### config.mk
export PLATFORM = sky130hd
export DESIGN_NAME = shifter_seq
export DESIGN_NICKNAME = d
export VERILOG_FILES = /design/src/rtl/shifter_pkg.sv /design/src/rtl/shifter_step.sv /design/src/rtl/shifter_seq.sv
export SDC_FILE = /design/constraint.sdc
export NUM_CORES = 1
export LEC_CHECK = 0
export BUFFER_PORTS_ARGS = -buffer_cell sky130_fd_sc_hd__buf_2
export CORE_MARGIN = 2
export CORE_UTILIZATION = 30
export CTS_CLUSTER_DIAMETER = 30
export DETAILED_ROUTE_END_ITERATION = 10
export SYNTH_ARGS = -nofsm -noshare
export SYNTH_HDL_FRONTEND = slang
export SYNTH_SLANG_ARGS = --single-unit
### constraint.sdc
create_clock -name clk -period 1.5 [get_ports clk]
set_input_delay 0.375 -clock clk [delete_from_list [all_inputs] [get_ports clk]]
set_output_delay 0.375 -clock clk [all_outputs]
set_load 0.005 [all_outputs]
### src/rtl/shifter_pkg.sv
// Shared types for the sequential shift/rotate unit: operation codes and FSM states.
package shifter_pkg;

  typedef enum logic [2:0] {
    OP_PASS  = 3'b000,
    OP_SHL   = 3'b001,
    OP_SHR   = 3'b010,
    OP_CLR   = 3'b011,
    OP_PASS2 = 3'b100,
    OP_ROL   = 3'b101,
    OP_ROR   = 3'b110,
    OP_ASR   = 3'b111
  } op_e;

  typedef enum logic [1:0] {
    IDLE  = 2'd0,
    SHIFT = 2'd1,
    DONE  = 2'd2
  } state_e;

  // PASS and CLR finish without stepping, so they load a zero count.
  function automatic logic op_is_immediate(input op_e op);
    return (op == OP_PASS) || (op == OP_PASS2) || (op == OP_CLR);
  endfunction

endpackage

### src/rtl/shifter_step.sv
// One-position shift/rotate of a WIDTH-bit word, plus the bit that leaves it.
module shifter_step
  import shifter_pkg::*;
#(
  parameter int WIDTH = 8
) (
  input  logic [WIDTH-1:0] y,
  input  op_e              op,
  output logic [WIDTH-1:0] y_next,
  output logic             out_bit
);

  always_comb begin
    y_next  = y;
    out_bit = 1'b0;
    case (op)
      OP_SHL: begin
        y_next  = {y[WIDTH-2:0], 1'b0};
        out_bit = y[WIDTH-1];
      end
      OP_SHR: begin
        y_next  = {1'b0, y[WIDTH-1:1]};
        out_bit = y[0];
      end
      OP_ROL: begin
        y_next  = {y[WIDTH-2:0], y[WIDTH-1]};
        out_bit = y[WIDTH-1];
      end
      OP_ROR: begin
        y_next  = {y[0], y[WIDTH-1:1]};
        out_bit = y[0];
      end
      OP_ASR: begin
        y_next  = {y[WIDTH-1], y[WIDTH-1:1]};
        out_bit = y[0];
      end
      OP_CLR: y_next = '0;
      default: ;
    endcase
  end

endmodule

### src/rtl/shifter_seq.sv
// Multi-cycle shift/rotate unit: one bit position per clock under a start/done handshake.
module shifter_seq
  import shifter_pkg::*;
#(
  parameter  int WIDTH = 8,
  localparam int AMT_W = $clog2(WIDTH)
) (
  input  logic             clk,
  input  logic             rst_n,
  input  logic             start,
  input  logic [2:0]       op,
  input  logic [WIDTH-1:0] d,
  input  logic [AMT_W-1:0] amt,
  output logic             busy,
  output logic             done,
  output logic [WIDTH-1:0] y,
  output logic             cout,
  output logic             zero
);

  state_e           state_q, state_d;
  logic [WIDTH-1:0] y_q, y_d;
  logic [AMT_W-1:0] cnt_q, cnt_d;
  logic             cout_q, cout_d;
  op_e              op_q, op_d;

  logic [WIDTH-1:0] step_y;
  logic             step_out;

  shifter_step #(.WIDTH(WIDTH)) u_step (
    .y       (y_q),
    .op      (op_q),
    .y_next  (step_y),
    .out_bit (step_out)
  );

  always_comb begin
    state_d = state_q;
    y_d     = y_q;
    cnt_d   = cnt_q;
    cout_d  = cout_q;
    op_d    = op_q;
    case (state_q)
      IDLE, DONE: begin
        if (start) begin
          op_d    = op_e'(op);
          y_d     = (op_e'(op) == OP_CLR) ? '0 : d;
          cnt_d   = op_is_immediate(op_e'(op)) ? '0 : amt;
          cout_d  = 1'b0;
          state_d = SHIFT;
        end else if (state_q == DONE) begin
          state_d = IDLE;
        end
      end
      SHIFT: begin
        if (cnt_q != '0) begin
          y_d    = step_y;
          cout_d = step_out;
          cnt_d  = cnt_q - AMT_W'(1);
        end else begin
          state_d = DONE;
        end
      end
      default: state_d = IDLE;
    endcase
  end

  always_ff @(posedge clk) begin
    if (!rst_n) begin
      state_q <= IDLE;
      y_q     <= '0;
      cnt_q   <= '0;
      cout_q  <= 1'b0;
      op_q    <= OP_PASS;
    end else begin
      state_q <= state_d;
      y_q     <= y_d;
      cnt_q   <= cnt_d;
      cout_q  <= cout_d;
      op_q    <= op_d;
    end
  end

  assign busy = (state_q == SHIFT);
  assign done = (state_q == DONE);
  assign y    = y_q;
  assign cout = cout_q;
  assign zero = (y_q == '0);

endmodule

After elaboration in Yosys (flattened, before gate mapping)

Cells that the tools add are included.
Widths: inputs -> output; s select.

Register bits: 17
Input bits: 17
Output and inout port bits: 12
Word-level logic and storage cells: 56

Add/sub/neg operators: 1
Eq/ne operators: 17
Muxes and demuxes: 17
Reductions and logical operators: 15

Operators with widths:

| kind               | number |
|---|---|
| $pmux 8 s6         | 1 |
| $mux 8             | 3 |
| $pmux 8 s2         | 1 |
| $eq 3x3->1 const B | 4 |
| $eq 3x2->1 const B | 3 |
| $mux 3             | 3 |
| $logic_not 8->1    | 1 |
| $ne 7x1->1 const B | 1 |
| $mux 2             | 3 |
| $ne 2x2->1 const B | 3 |
| $ne 6x1->1 const B | 1 |
| $pmux 3 s2         | 1 |
| $reduce_and 5->1   | 1 |
| $pmux 1 s2         | 2 |
| $pmux 2 s2         | 1 |
| $reduce_and 2->1   | 2 |
| $reduce_and 4->1   | 1 |
| $reduce_or 2->1    | 2 |
| $eq 3x1->1 const B | 1 |
| $logic_not 3->1    | 1 |
| $ne 3x3->1 const B | 1 |
| $reduce_and 3->1   | 1 |
| $reduce_bool 3->1  | 1 |
| $reduce_or 3->1    | 1 |
| 8 further kinds    | 10 |

Longest topological paths before layout

Gate-level depths: netlist of the first run.

Word-level depth: 6
Depth in mapped cells: 7
Gate-level depth less buffers: 6

Modules after synthesis

Synthesis of the first run repeated with hierarchy kept, for this count alone.

Cells, all modules: 129
Area total of the unflattened synthesis: 1234.9 um2

By module, submodules not included:

| module       | times used | cells each | area each (um2) | seq. area each (um2) |
|---|---|---|---|---|
| shifter_seq  | 1          | 87         | 888.4           | 340.3 |
| shifter_step | 1          | 42         | 346.6           | 0.0 |

Worst setup path before layout of the first run

Ideal clock, no wire load.

Path kind: reg2out
Start point: reg y_q[6] (netlist: y[6])
End point: out zero
Arrival time: 0.962 ns
Data required time: 1.125 ns
Path slack: 0.163 ns
Stages on the path, launching flop included: 3
Path buffers: 0
Cell sequence: dfxtp_1 -> or4_1 -> nor2_1

Cells in the longest elaborated chain, start to end: 1

Ends and longest elaborated chain:

| what                     | line              | RTL |
|---|---|---|
| start: declaration       | shifter_seq.sv:22 | `logic [WIDTH-1:0] y_q, y_d;` |
| start signal: assignment | shifter_seq.sv:77 | `y_q <= y_d;` |
| $logic_not 8->1          | shifter_seq.sv:88 | `assign zero = (y_q == '0);` |
| end: declaration         | shifter_seq.sv:18 | `output logic zero` |

Every way passes these cells.

Final worst setup path of the first run

Same ends and word-level chain as after synthesis.

==> results of run 1 <==
## area by class of cell
cell class,count,area [um^2],area share
clock buffers,4,26.3,0.0198
inverters,11,53.8,0.0405
multi-input cells,84,602,0.453
flip-flops and latches,17,343,0.258
well taps,46,57.6,0.0434
repair buffers,42,245,0.185
## layout by cell type (no fill, tap or decap), drive strengths merged, types with 3 or more instances in the layout
cell type,count
nand2,8
mux2i,3
nand2b,3
a32o,3
o22ai,6
nor2,9
a211oi,9
inv,10
dfxtp,17
clkbuf,4
nor3,3
o21ai,4
a22oi,8
a21oi,12
buf,42
## state kept, by name, summed over array words and instances, names as in the netlist
name,flops
cnt_q,3
cout,1
op_q,3
state_q,2
y,8
## worst max-delay path, stage by stage (launching register included)
cell and delay [ns]:
dfxtp_1 0.33, or4_1 0.51, nor2_1 0.10, buf_2 0.11
## routing by layer
layer / vias to the layer above / GRT usage
li1: 515 / -
met3: 4 / 0.0464
met1: 506 / 0.176
met5: - / 0
met2: 41 / 0.207
met4: 0 / 0.0444
## synth_stat cells, types with 2 or more instances
library cell   n  share of area
a211oi_1       9          0.064
dfxtp_1       17           0.32
mux2i_1        3          0.029
a32o_1         3          0.029
ha_1           2          0.024
nor2_1         7          0.025
inv_1         10          0.036
nor3_1         2         0.0095
o22ai_1        6          0.036
a21oi_1       10          0.048
buf_4          2          0.014
nand2b_4       2          0.026
o21ai_0        3          0.014
buf_6          2          0.021
nand2_1        8          0.029
a2bb2oi_1      2          0.017
a22oi_1        8          0.057
and3b_1        2          0.017
## cell families (layout without fill, tap and decap cells)
kind of cell               count (synthesis)  after routing  synth area share
adders and majority gates                  2              2            0.0239
DFF                                       17             17             0.325
AOI/OAI and AO/OA                         46             46             0.314
buffers and inverters                     17             57             0.113
muxes                                      3              3            0.0286
and+or+nand+nor                           33             33             0.196
## metrics by stage
stage | area (um^2) | utilization | hold slack, ns
2_1_floorplan | 1050 | - | 0.480
3_3_place_gp | 1230 | 0.370 | 0.481
3_5_place_dp | 1230 | 0.370 | 0.493
4_1_cts | 1260 | 0.378 | 0.327
5_1_grt | 1330 | 0.398 | 0.332
6_report | 1330 | 0.398 | 0.326
## worst max path at each step
stage                            end
3_5_place_dp   cnt_q[2]$_SDFFE_PN0P_
4_1_cts                         zero
6_report                        zero
5_1_grt                         zero
2_1_floorplan                   zero
3_3_place_gp       y[6]$_SDFFE_PN0P_
## power groups by stage
stage / clock [mW] / combinational, mW / sequential, mW
3_3_place_gp: 0 / 0.411 / 0.550
5_1_grt: 0.282 / 0.495 / 0.549
6_report: 0.255 / 0.456 / 0.542
3_5_place_dp: 0 / 0.417 / 0.551
4_1_cts: 0.265 / 0.420 / 0.541
2_1_floorplan: 0 / 0.292 / 0.550
## what timing repair did
action                                  in CTS  in global routing
endpoints found under the setup margin       1                  7
pin swaps                                    1                  1
hold buffers                                 0                  0
setup buffers                                0                  7
resized for setup                            0                  4
==> summary.md, run 1 <==
| Metric | Value |
|---|---|
| Combined global-route utilization of all metal layers | 0.135 |
| Commonest register cell after synthesis | dfxtp_1 |
| Clock sink count | 17 |
| Routed wire length on met2 | 1240 um |
| Flops & latches, synth | 17 |
| Cell-internal power | 822 uW |
| Synth Net Count | 137 |
| Wire length of the first global-routing pass | 4260 um |
| Area growth from synthesis to final layout | 26.6% |
| Number of iterations in the first detailed-routing pass | 5 |
| Final Skew | 0.00298 ns |
| Total gr overflow | 0 |
| Share of flip-flops with an asynchronous set or reset after synthesis | 0 |
| Sw frac | 0.344 |
| Worst skew pair latency | 0.30 ns |
| Logic pwr share | 0.364 |
| Wirelength per Cell | 13.6 um |
| Effective utilization at floorplan | 0.314 |
| Max clock buf depth | 2 |
| Critical Path End Type | output pin |
| Setup slack, reg-to-reg | 0.08 ns |
| Net total in the final layout | 178 |
| Post-DR vias/cell | 5.23 |
| Sequential share of power | 0.433 |
| Normalized max-slew margin | 0.749 |
| Synth Warn # | 0 |
| Run status | finished with violations |
| Diode count | 0 |
| Placeable core area | 0.00334 mm^2 |
| Period minus WS final | 1.72 ns |
| Total Power Consumption | 1.25 mW |
| Placement Setup Slack | 0.0624 ns |
| TritonCTS clock tree | built |
| DRC violation total after the first TritonRoute iteration | 47 |
| Maximum clock frequency | 580 MHz |
| Total met3 wirelength after detailed routing | 204 um |
| Uppermost layer routed | met4 |
| Type of the tightest min-delay check | primary input to flip-flop |
| Number of different library cells in the post-synthesis netlist | 38 |
| Endpoint required time on the critical path | 1.12 ns |
| Post-Syn Area per Cell | 8.89 um^2 |
| Row cnt | 21 |
| Max_cap viols | 0 |
| Number of flops mapped to enable cells by yosys | 0 |
| Die Span Y | 63.1 um |
| Sum of net half-perimeters after detailed placement | 1950 um |
| Worst Hold End | op_q[2]$_SDFFE_PN0P_ |
| Violated checks | setup timing |
| Final instance count without filler cells | 204 |
| Number of cells after detailed placement | 193 |
| Share of the cycle needed by the critical path after routing | 1.15 |
| Power density over the cells | 945 mW/mm^2 |
| Final worst-path setup slack | -0.224 ns |
| Clock share of power | 0.204 |
| # port buffers | 28 |
| Maximum number of pins on one net before global-route repair | 19 |
| Clock slew seen by the registers of the worst setup and hold paths | 0.10 ns |
| Static leakage power | 0.576 nW |
| CTS H-tree lvls | 1 |
| Post-detailed-route count of antenna-violating nets | 0 |
| Total CTS buffers | 3 |
| Worst setup path startpoint | y[6]$_SDFFE_PN0P_ |
| RSZ-0062 raised after global routing | yes |
| Synthesized instance count | 118 |
| Max-slew violation count | 0 |
| Worst hold start | op[2] |
| Worst reg2reg path endpoint | cnt_q[2]$_SDFFE_PN0P_ |
| Weighted congestion reported at the end of routability-driven placement | 0.863 |
| Total standard cell area after synthesis | 0.00105 mm^2 |
| Layout cell share with drive strength beyond 1 | 0.380 |
| Critical Path Source Type | flip-flop |
| Met1 wire length | 1300 um |
| Total die area | 0.00398 mm^2 |
| DR vias | 1066 |
| Measured slew at the worst slew-check pin | 0.376 ns |
| Setup Viol. Count Final | 1 |
| Max rail drop VDD | 391 uV |
| Hold path depth | 3 |
| Crit Reg-Reg Startpoint | cnt_q[0]$_SDFFE_PN0P_ |
| Setup Crit Path Kind | flip-flop to output pin |
| Max Fanout on Critical Path | 2 |
| CTS root buf | clkbuf_4 |
| Sequential share of the synthesized area | 0.325 |
| Via count of the first global-routing pass | 927 |
| I/O pin count | 29 |
| Final Routed Wirelength | 2770 um |
| Number of antenna violations at the first check in global routing | 0 |
| Width of the die | 63.1 um |
| Data arrival time of the critical path | 1.35 ns |
| Fill cell instance count of the final layout | 352 |
| Final Hold Violating Endpoints | 0 |
| Final setup TNS | -0.224 ns |
| FF-to-FF path depth | 6 |
| Post-route DRC violation count | 0 |
| P_sw | 432 uW |
Power figures use the tool's default switching activity.
==> inputs of run 2 (changes only) <==
CORE_ASPECT_RATIO = 1.75   (was default)
RECOVER_POWER = 25   (was default)
==> summary.md, run 2 (synthesis gave the netlist of run 1 again) <==
| Metric | Value |
|---|---|
| Wire length of the first global-routing pass | 4630 um |
| Type of the tightest min-delay check | primary input to flip-flop |
| Measured slew at the worst slew-check pin | 0.394 ns |
| Static leakage power | 0.540 nW |
| Number of iterations in the first detailed-routing pass | 4 |
| Max_cap viols | 0 |
| Share of the cycle needed by the critical path after routing | 1.12 |
| Clock slew seen by the registers of the worst setup and hold paths | 0.07 ns |
| Number of antenna violations at the first check in global routing | 0 |
| Run status | finished with violations |
| Layout cell share with drive strength beyond 1 | 0.322 |
| Post-route DRC violation count | 0 |
| Max FFs per register | 8 |
| Endpoint required time on the critical path | 1.12 ns |
| Violated checks | setup timing |
| Data arrival time of the critical path | 1.30 ns |
| # port buffers | 28 |
| Total Power Consumption | 1.32 mW |
| Wirelength per Cell | 14.5 um |
| Cell Area, Placed | 0.00123 mm^2 |
| Effective utilization at floorplan | 0.312 |
| CTS H-tree lvls | 1 |
| Max clock buf depth | 2 |
| DR vias | 1021 |
| Number of cells after detailed placement | 192 |
| Weighted congestion reported at the end of routability-driven placement | 0.760 |
| Final Skew | 0.000925 ns |
| Post-DR vias/cell | 5.18 |
| Most frequent cells in the layout | buf_2, dfxtp_1, inv_1, a21oi_1, a211oi_1 |
| Clock sink count | 17 |
| RSZ-0062 raised after global routing | yes |
| Setup Viol. Count Final | 2 |
| Final Hold Violating Endpoints | 0 |
| Die Span Y | 82.2 um |
| Post-Route Hold Slack | 0.362 ns |
| Total CTS buffers | 3 |
| Crit Reg-Reg Startpoint | cnt_q[0]$_SDFFE_PN0P_ |
| Max rail drop VDD | 413 uV |
| Placement Setup Slack | 0.0666 ns |
| Worst setup path startpoint | y[7]$_SDFFE_PN0P_ |
| Maximum number of pins on one net before global-route repair | 19 |
| Summed area of non-filler cells in the final layout | 0.00128 mm^2 |
| Normalized max-slew margin | 0.737 |
| Net total in the final layout | 172 |
| Final core utilization | 0.382 |
| TritonCTS clock tree | built |
| Fill cell instance count of the final layout | 378 |
| Total die area | 0.00400 mm^2 |
| Final instance count without filler cells | 197 |
| Area taken by multi-input logic gates | 591 um^2 |
| Width of the die | 48.7 um |
| Sum of net half-perimeters after detailed placement | 2130 um |
| Total gr overflow | 0 |
| Worst skew pair latency | 0.26 ns |
| Via count of the first global-routing pass | 1024 |
| Max Fanout on Critical Path | 2 |
| Area growth from synthesis to final layout | 22.6% |
| I/O pin count | 29 |
| Critical Path End Type | output pin |
| Diode count | 0 |
| DRC violation total after the first TritonRoute iteration | 37 |
| Total of hold buffers inserted after clock tree synthesis | 0 |
| Worst hold start | op[2] |
| Max-slew violation count | 0 |
| Setup Crit Path Kind | flip-flop to output pin |
| Post-detailed-route count of antenna-violating nets | 0 |
| Maximum clock frequency | 598 MHz |
| Combined global-route utilization of all metal layers | 0.153 |
| Critical Path Source Type | flip-flop |
| Row cnt | 28 |
| CTS root buf | clkbuf_8 |
| Leading cell type in the layout, fill and taps excluded | buf_2 |
| Placeable core area | 0.00336 mm^2 |
| Flip-flop and latch area | 342 um^2 |
| Final worst-path setup slack | -0.173 ns |
| Period minus WS final | 1.67 ns |
| Final Routed Wirelength | 2860 um |
| Power density over the cells | 1030 mW/mm^2 |
| Final setup TNS | -0.204 ns |
-- run 2: changes by cell type in the layout (fill, tap and decap cells not counted), moves of 2 or more --
cell / change
clkbuf_1: +2
clkbuf_8: +3
buf_2: -3
buf_4: -6
clkbuf_4: -3
-- run 2: path summary, 6_finish.rpt --
path / to / slack, ns / depth (start not counted)
worst max-delay path: zero / -0.17 / 3
worst min-delay path: op_q[2]$_SDFFE_PN0P_ / 0.36 / 3
worst max register to register: cnt_q[2]$_SDFFE_PN0P_ / -0.03 / 6
worst min register to register: cout$_SDFFE_PN0P_ / 0.49 / 2
-- run 2: per-layer routing --
metal  global-route usage  wire, um
met1                0.157      1160
met3               0.0252       141
met2                0.285      1490
met5                    0         0
met4                0.103        71
-- run 2: repair_timing --
| item | CTS | global route |
|---|---|---|
| resized for setup | 2 | 1 |
| cloned | 0 | 0 |
| buffers inserted | 1 | 0 |
| pin swaps | 2 | 1 |
| endpoints found under the setup margin | 1 | 5 |
-- run 2: final cells by class --
type	count	area share
timing repair buffer	36	0.153
clock inverter	1	0.00389
clock buffer	3	0.0321
inverter	11	0.0419
sequential	17	0.266
tap	45	0.0438
multi-input combinational	84	0.460
-- run 2: where the power goes --
group          switching [mW]  total, mW  leakage [nW]  internal, mW
Sequential             0.0444      0.544         0.140         0.500
Clock                   0.172      0.357        0.0255         0.185
Combinational           0.229      0.424         0.374         0.194
Total                   0.445       1.32         0.540         0.879
-- run 2: worst max-delay path: stages (launching register included) --
cell and delay (ns):
dfxtp_1 0.31, or4_4 0.53, nor2_1 0.09, buf_2 0.11
